### src/rtl/intr_ctrl.sv
// Platform interrupt controller: level gateways, priority arbitration, claim/complete register port.
// Latency: request -> e_intr_o 2 cycles; register access -> ready_o/rdata_o 1 cycle.
// Backpressure: none; every access completes in the following cycle, back-to-back accepted.
module intr_ctrl #(
  parameter int NUM_SRC    = 8,
  parameter int PRIO_WIDTH = 3
) (
  input  logic               clk_i,
  input  logic               rst_ni,
  input  logic [NUM_SRC-1:0] src_i,
  input  logic               req_i,
  input  logic               we_i,
  input  logic [31:0]        addr_i,
  input  logic [31:0]        wdata_i,
  output logic [31:0]        rdata_o,
  output logic               ready_o,
  output logic               e_intr_o
);

  // Word addresses (byte address bits [11:2])
  localparam logic [9:0] W_PENDING = 10'h020;
  localparam logic [9:0] W_ENABLE  = 10'h040;
  localparam logic [9:0] W_THRESH  = 10'h080;
  localparam logic [9:0] W_CLAIM   = 10'h081;

  typedef enum logic [1:0] {GW_IDLE, GW_PEND, GW_INSV} gw_t;

  gw_t                   gw_q [NUM_SRC];
  gw_t                   gw_d [NUM_SRC];
  logic [PRIO_WIDTH-1:0] prio_q [NUM_SRC];
  logic [NUM_SRC-1:0]    enable_q;
  logic [PRIO_WIDTH-1:0] thresh_q;
  logic [NUM_SRC-1:0]    pend_vec;
  logic [4:0]            best_id;
  logic [PRIO_WIDTH-1:0] best_prio;
  logic [9:0]            word;
  logic                  rd_acc, wr_acc, claim_fire, cmpl_hit;
  logic [4:0]            cmpl_id;
  logic [31:0]           rd_val;
  logic [31:0]           rdata_q;
  logic                  ready_q, e_intr_q;
  logic                  unused_bits;

  assign word        = addr_i[11:2];
  assign rd_acc      = req_i && !we_i;
  assign wr_acc      = req_i && we_i;
  assign claim_fire  = rd_acc && (word == W_CLAIM) && (best_id != 5'd0);
  assign cmpl_hit    = wr_acc && (word == W_CLAIM);
  assign cmpl_id     = wdata_i[4:0];
  assign unused_bits = ^{addr_i, wdata_i};

  // Pending vector straight from the gateway states
  always_comb begin
    pend_vec = '0;
    for (int i = 0; i < NUM_SRC; i++) pend_vec[i] = (gw_q[i] == GW_PEND);
  end

  // Arbitration: strict '>' keeps the lowest index on ties and excludes prio 0
  always_comb begin
    best_id   = 5'd0;
    best_prio = '0;
    for (int i = 0; i < NUM_SRC; i++) begin
      if (pend_vec[i] && enable_q[i] && (prio_q[i] > best_prio)) begin
        best_prio = prio_q[i];
        best_id   = 5'(i + 1);
      end
    end
  end

  // Gateway next state; src_i is only looked at while IDLE
  always_comb begin
    for (int i = 0; i < NUM_SRC; i++) begin
      gw_d[i] = gw_q[i];
      case (gw_q[i])
        GW_IDLE: if (src_i[i]) gw_d[i] = GW_PEND;
        GW_PEND: if (claim_fire && (best_id == 5'(i + 1))) gw_d[i] = GW_INSV;
        GW_INSV: if (cmpl_hit && (cmpl_id == 5'(i + 1))) gw_d[i] = GW_IDLE;
        default: gw_d[i] = GW_IDLE;
      endcase
    end
  end

  // Gateway state register
  always_ff @(posedge clk_i or negedge rst_ni) begin
    if (!rst_ni) begin
      for (int i = 0; i < NUM_SRC; i++) gw_q[i] <= GW_IDLE;
    end else begin
      for (int i = 0; i < NUM_SRC; i++) gw_q[i] <= gw_d[i];
    end
  end

  // Configuration register writes
  always_ff @(posedge clk_i or negedge rst_ni) begin
    if (!rst_ni) begin
      for (int i = 0; i < NUM_SRC; i++) prio_q[i] <= '0;
      enable_q <= '0;
      thresh_q <= '0;
    end else if (wr_acc) begin
      for (int i = 0; i < NUM_SRC; i++) begin
        if (word == 10'(i)) prio_q[i] <= wdata_i[PRIO_WIDTH-1:0];
      end
      if (word == W_ENABLE) enable_q <= wdata_i[NUM_SRC-1:0];
      if (word == W_THRESH) thresh_q <= wdata_i[PRIO_WIDTH-1:0];
    end
  end

  // Read mux; unmapped words read zero
  always_comb begin
    rd_val = '0;
    for (int i = 0; i < NUM_SRC; i++) begin
      if (word == 10'(i)) rd_val[PRIO_WIDTH-1:0] = prio_q[i];
    end
    case (word)
      W_PENDING: rd_val[NUM_SRC-1:0]    = pend_vec;
      W_ENABLE:  rd_val[NUM_SRC-1:0]    = enable_q;
      W_THRESH:  rd_val[PRIO_WIDTH-1:0] = thresh_q;
      W_CLAIM:   rd_val[4:0]            = best_id;
      default:   ;
    endcase
  end

  // Response and interrupt output registers; rdata is forced to 0 outside a read response
  always_ff @(posedge clk_i or negedge rst_ni) begin
    if (!rst_ni) begin
      rdata_q  <= '0;
      ready_q  <= 1'b0;
      e_intr_q <= 1'b0;
    end else begin
      ready_q  <= req_i;
      rdata_q  <= rd_acc ? rd_val : 32'd0;
      e_intr_q <= (best_id != 5'd0) && (best_prio > thresh_q);
    end
  end

  assign rdata_o  = rdata_q;
  assign ready_o  = ready_q;
  assign e_intr_o = e_intr_q;

endmodule

### config.mk
export PLATFORM = sky130hd
export DESIGN_NAME = intr_ctrl
export DESIGN_NICKNAME = d
export VERILOG_FILES = /design/src/rtl/intr_ctrl.sv
export SDC_FILE = /design/constraint.sdc
export NUM_CORES = 1
export LEC_CHECK = 0
export ABC_CLOCK_PERIOD_IN_PS = 17770
export CORE_MARGIN = 2
export CORE_UTILIZATION = 45
export CTS_BUF_LIST = sky130_fd_sc_hd__clkbuf_4
export CTS_CLUSTER_SIZE = 14
export DETAILED_ROUTE_END_ITERATION = 16
export PLACE_DENSITY = 0.75
export SLEW_MARGIN = 20
export SYNTH_ARGS = -nofsm -noshare
export SYNTH_HDL_FRONTEND = slang
export SYNTH_SLANG_ARGS = --single-unit
export TNS_END_PERCENT = 5
### constraint.sdc
create_clock -name clk_i -period 17.77 [get_ports clk_i]
set_input_delay 3.554 -clock clk_i [delete_from_list [all_inputs] [get_ports clk_i]]
set_output_delay 3.554 -clock clk_i [all_outputs]
set_load 0.02 [all_outputs]
==> out/results.txt <==
fin crit share - 73.3%
endpoint type of the worst setup path - flip-flop
Area Growth Syn to Fin - 10.7%
routability cong. - 0.925
Post-CTS Setup Bufs - 0
I/O Buffers - 39
CTS tree - yes
Clock Skew - 0.0163 ns
ant diodes - 0
Top FF cell, synth - dfrtp_1
Hold Crit Start - gw_q[1]$_DFFE_PN0P_
Leakage - 2.11 nW
DP Area - 4890 sq um
initial antenna violation count - 0
total CTS buffers - 9
Starting Density - 46.3%
PwrDens - 49.2 nW/um^2
final setup violation count - 0
RSZ-0062 raised after global routing - false
Avg WL per Cell - 18.5 microns
GRT overflow - 0
most used cell, CP - ha_1
fin area - 4990 sq um
Seq/Total Area, Yosys - 33.9%
FF-to-FF End - e_intr_o$_DFF_PN0_
Tot Pwr - 0.245 mW
sw frac - 28.6%
Syn. warnings - 0
max-slew violation count - 0
hold path depth - 1
core area - 9730 sq um
die width - 104 microns
part of the power in the clock network - 32.1%
ys async rst share - 100%
R2R Setup Slk - 4.74 ns
crit path time final - 13.03 ns
Avg Inst Size Synth - 9.20 sq um
synthesized instance count - 490
post-synthesis cell area - 4510 sq um
cts repair resizes - 0
P_int - 0.175 mW
largest net degree at the start of global routing - 62
CTS Sinks - 61
overall routing resource usage - 23.3%
Slew headroom - 34.9%
total number of vias - 4000
Synth cell types - 93
CTS clk-pin slew, worst paths - 0.11 ns
setup TNS - 0 ns
reg2reg start - gw_q[15]$_DFFE_PN0P_
fin nets - 614
# IOs - 110
crit path kind - flip-flop to flip-flop
crit-path max FO - 10
P_sw - 0.0702 mW
Clock Latency Late Sink - 0.42 ns
Fmax - 76.8 MHz
Worst path slowest cell - o2111ai_2
final hold vios - 0
status - finished, final reports clean
Post-synth EDFFs - 0
Hold Crit Class - flip-flop to flip-flop
CP peak stage delay - 0.49 ns
vias in the first global route - 3829
DR DRC count - 0
Comb pwr share - 10.6%
H-tree level count - 3
Slew @ Worst Pin - 0.967 ns
Rows - 36
Reg2Reg Depth - 55
Via-to-Cell Ratio - 6.08
sequential share of power - 57.3%
Setup crit start kind - flip-flop
Worst Hold Path EP - gw_q[0]$_DFFE_PN0P_
Initial DRC Count - 410
Root Driver - clkbuf_4
Post-CTS Hold Fix Bufs - 0
Routed Antenna Nets - 0
layout cell share with drive strength beyond 1 - 15.0%
Post-Route WL - 12200 microns
die height - 104 microns
Peak VDD IR - 0.0340 mV
Max-Cap Viols - 0
HPWL Detailed - 9320 microns
Initial DRT Pass Iterations - 8
Crit path arrival time - 13.31 ns
Yosys reg bits - 61
die area - 10800 sq um
WP buf/inv - 1
CP top delay family - compound AO/OA/AOI/OAI gates
WHS - 0.479 ns
clk buf depth - 2
Critical Path RT - 18.05 ns
first-pass GRT wire length - 20200 microns
## worst max path at each step
stage | start | endpoint | slack [ns] | depth (start not counted)
floorplan | gw_q[15]$_DFFE_PN0P_ | gw_q[6]$_DFFE_PN0P_ | 6.67 | 53
global placement | gw_q[15]$_DFFE_PN0P_ | e_intr_o$_DFF_PN0_ | 5.19 | 55
detailed placement | gw_q[15]$_DFFE_PN0P_ | e_intr_o$_DFF_PN0_ | 4.94 | 55
CTS | gw_q[15]$_DFFE_PN0P_ | e_intr_o$_DFF_PN0_ | 4.88 | 55
global route | gw_q[15]$_DFFE_PN0P_ | e_intr_o$_DFF_PN0_ | 3.77 | 55
finish | gw_q[15]$_DFFE_PN0P_ | e_intr_o$_DFF_PN0_ | 4.74 | 55
## registers in the layout, summed over array words and instances, names as in the netlist
name      count
rdata_o       8
e_intr_o      1
prio_q       24
ready_o       1
thresh_q      3
gw_q         16
enable_q      8
## power by group through the flow
stage	clock [mW]	combinational, mW	sequential (mW)
detailed placement	0	0.0259	0.143
floorplan	0	0.0167	0.143
CTS	0.0791	0.0260	0.141
global route	0.0867	0.0284	0.141
global placement	0	0.0254	0.143
finish	0.0787	0.0261	0.141
## layer usage
layer,global-route usage (%),up-vias,wire [microns]
li1,-,1846,-
met1,31.9,1929,5220
met2,38.3,203,5800
met3,3.32,22,916
met4,6.85,0,246
met5,0,-,0
## stage by stage
stage | setup slack (ns) | utilization (%) | std cells
2_1_floorplan | 6.67 | - | 513
3_3_place_gp | 5.19 | 50.3 | 643
3_5_place_dp | 4.94 | 50.3 | 643
4_1_cts | 4.88 | 51.3 | 658
5_1_grt | 3.77 | 51.3 | 658
6_report | 4.74 | 51.3 | 658
## cells by family after synthesis
family / synth area share [%]
xor+xnor: 0.194
buf+inv: 7.75
compound gates: 22.0
flops: 33.9
simple gates: 21.0
mux: 9.97
fa+ha+maj: 5.16
other cells: 0.0832
## cell type report
class | instances | area, sq um
Sequential cell | 61 | 1530
Clock inverter | 6 | 31.3
Clock buffer | 9 | 67.6
Inverter | 23 | 86.3
Fill cell | 949 | 4740
Tap cell | 133 | 166
Multi-Input combinational cell | 386 | 2720
Timing Repair Buffer | 40 | 393
## cells in the mapped netlist (3+ instances only)
cell type,count,area [sq um]
a22oi_1,7,52.6
and2_1,8,50.1
nor2b_1,13,81.3
nor4_1,5,31.3
buf_4,24,180
nand3b_1,3,22.5
mux2_2,35,394
ha_1,17,213
nand2b_1,4,25.0
a32oi_1,5,43.8
nor3_1,9,45.0
nor2_1,42,158
nand3_1,18,90.1
o32ai_1,3,26.3
o21ai_0,25,125
or2_2,3,18.8
clkbuf_1,14,52.6
a311oi_1,3,26.3
and3b_1,3,26.3
nand4_1,3,18.8
dfrtp_1,61,1530
o21a_1,4,30.0
nand2_1,38,143
a31oi_1,4,25.0
a21oi_1,17,85.1
and3_1,12,75.1
inv_1,23,86.3
## cell usage in the layout (no fill, tap or decap), types with 3 or more instances in the layout
cell type        count
a21oi_1             17
a22oi_1              7
a311oi_1             3
a31oi_1              4
a32oi_1              5
and2_1               8
and3_1              12
and3b_1              3
clkbuf_4             9
clkdlybuf4s50_1     38
clkinv_1             4
conb_1              24
dfrtp_1             61
ha_1                17
inv_1               23
mux2_2              35
nand2_1             38
nand2b_1             4
nand3_1             18
nand3b_1             3
nand4_1              3
nor2_1              42
nor2b_1             13
nor3_1               9
nor4_1               5
o21a_1               4
o21ai_0             25
o32ai_1              3
or2_2                3
## worst register-to-register path: cells and delay by family (launching register included)
kind / cells / cell delay [ns]
flip-flops: 1 / 0.41
multiplexers: 2 / 0.58
AO/OA/AOI/OAI: 21 / 4.74
AND/OR/NAND/NOR: 21 / 4.00
buffers and inverters: 1 / 0.08
adder cells (fa/ha/maj): 10 / 3.12
Note: power is estimated with default switching activity, not from simulation.
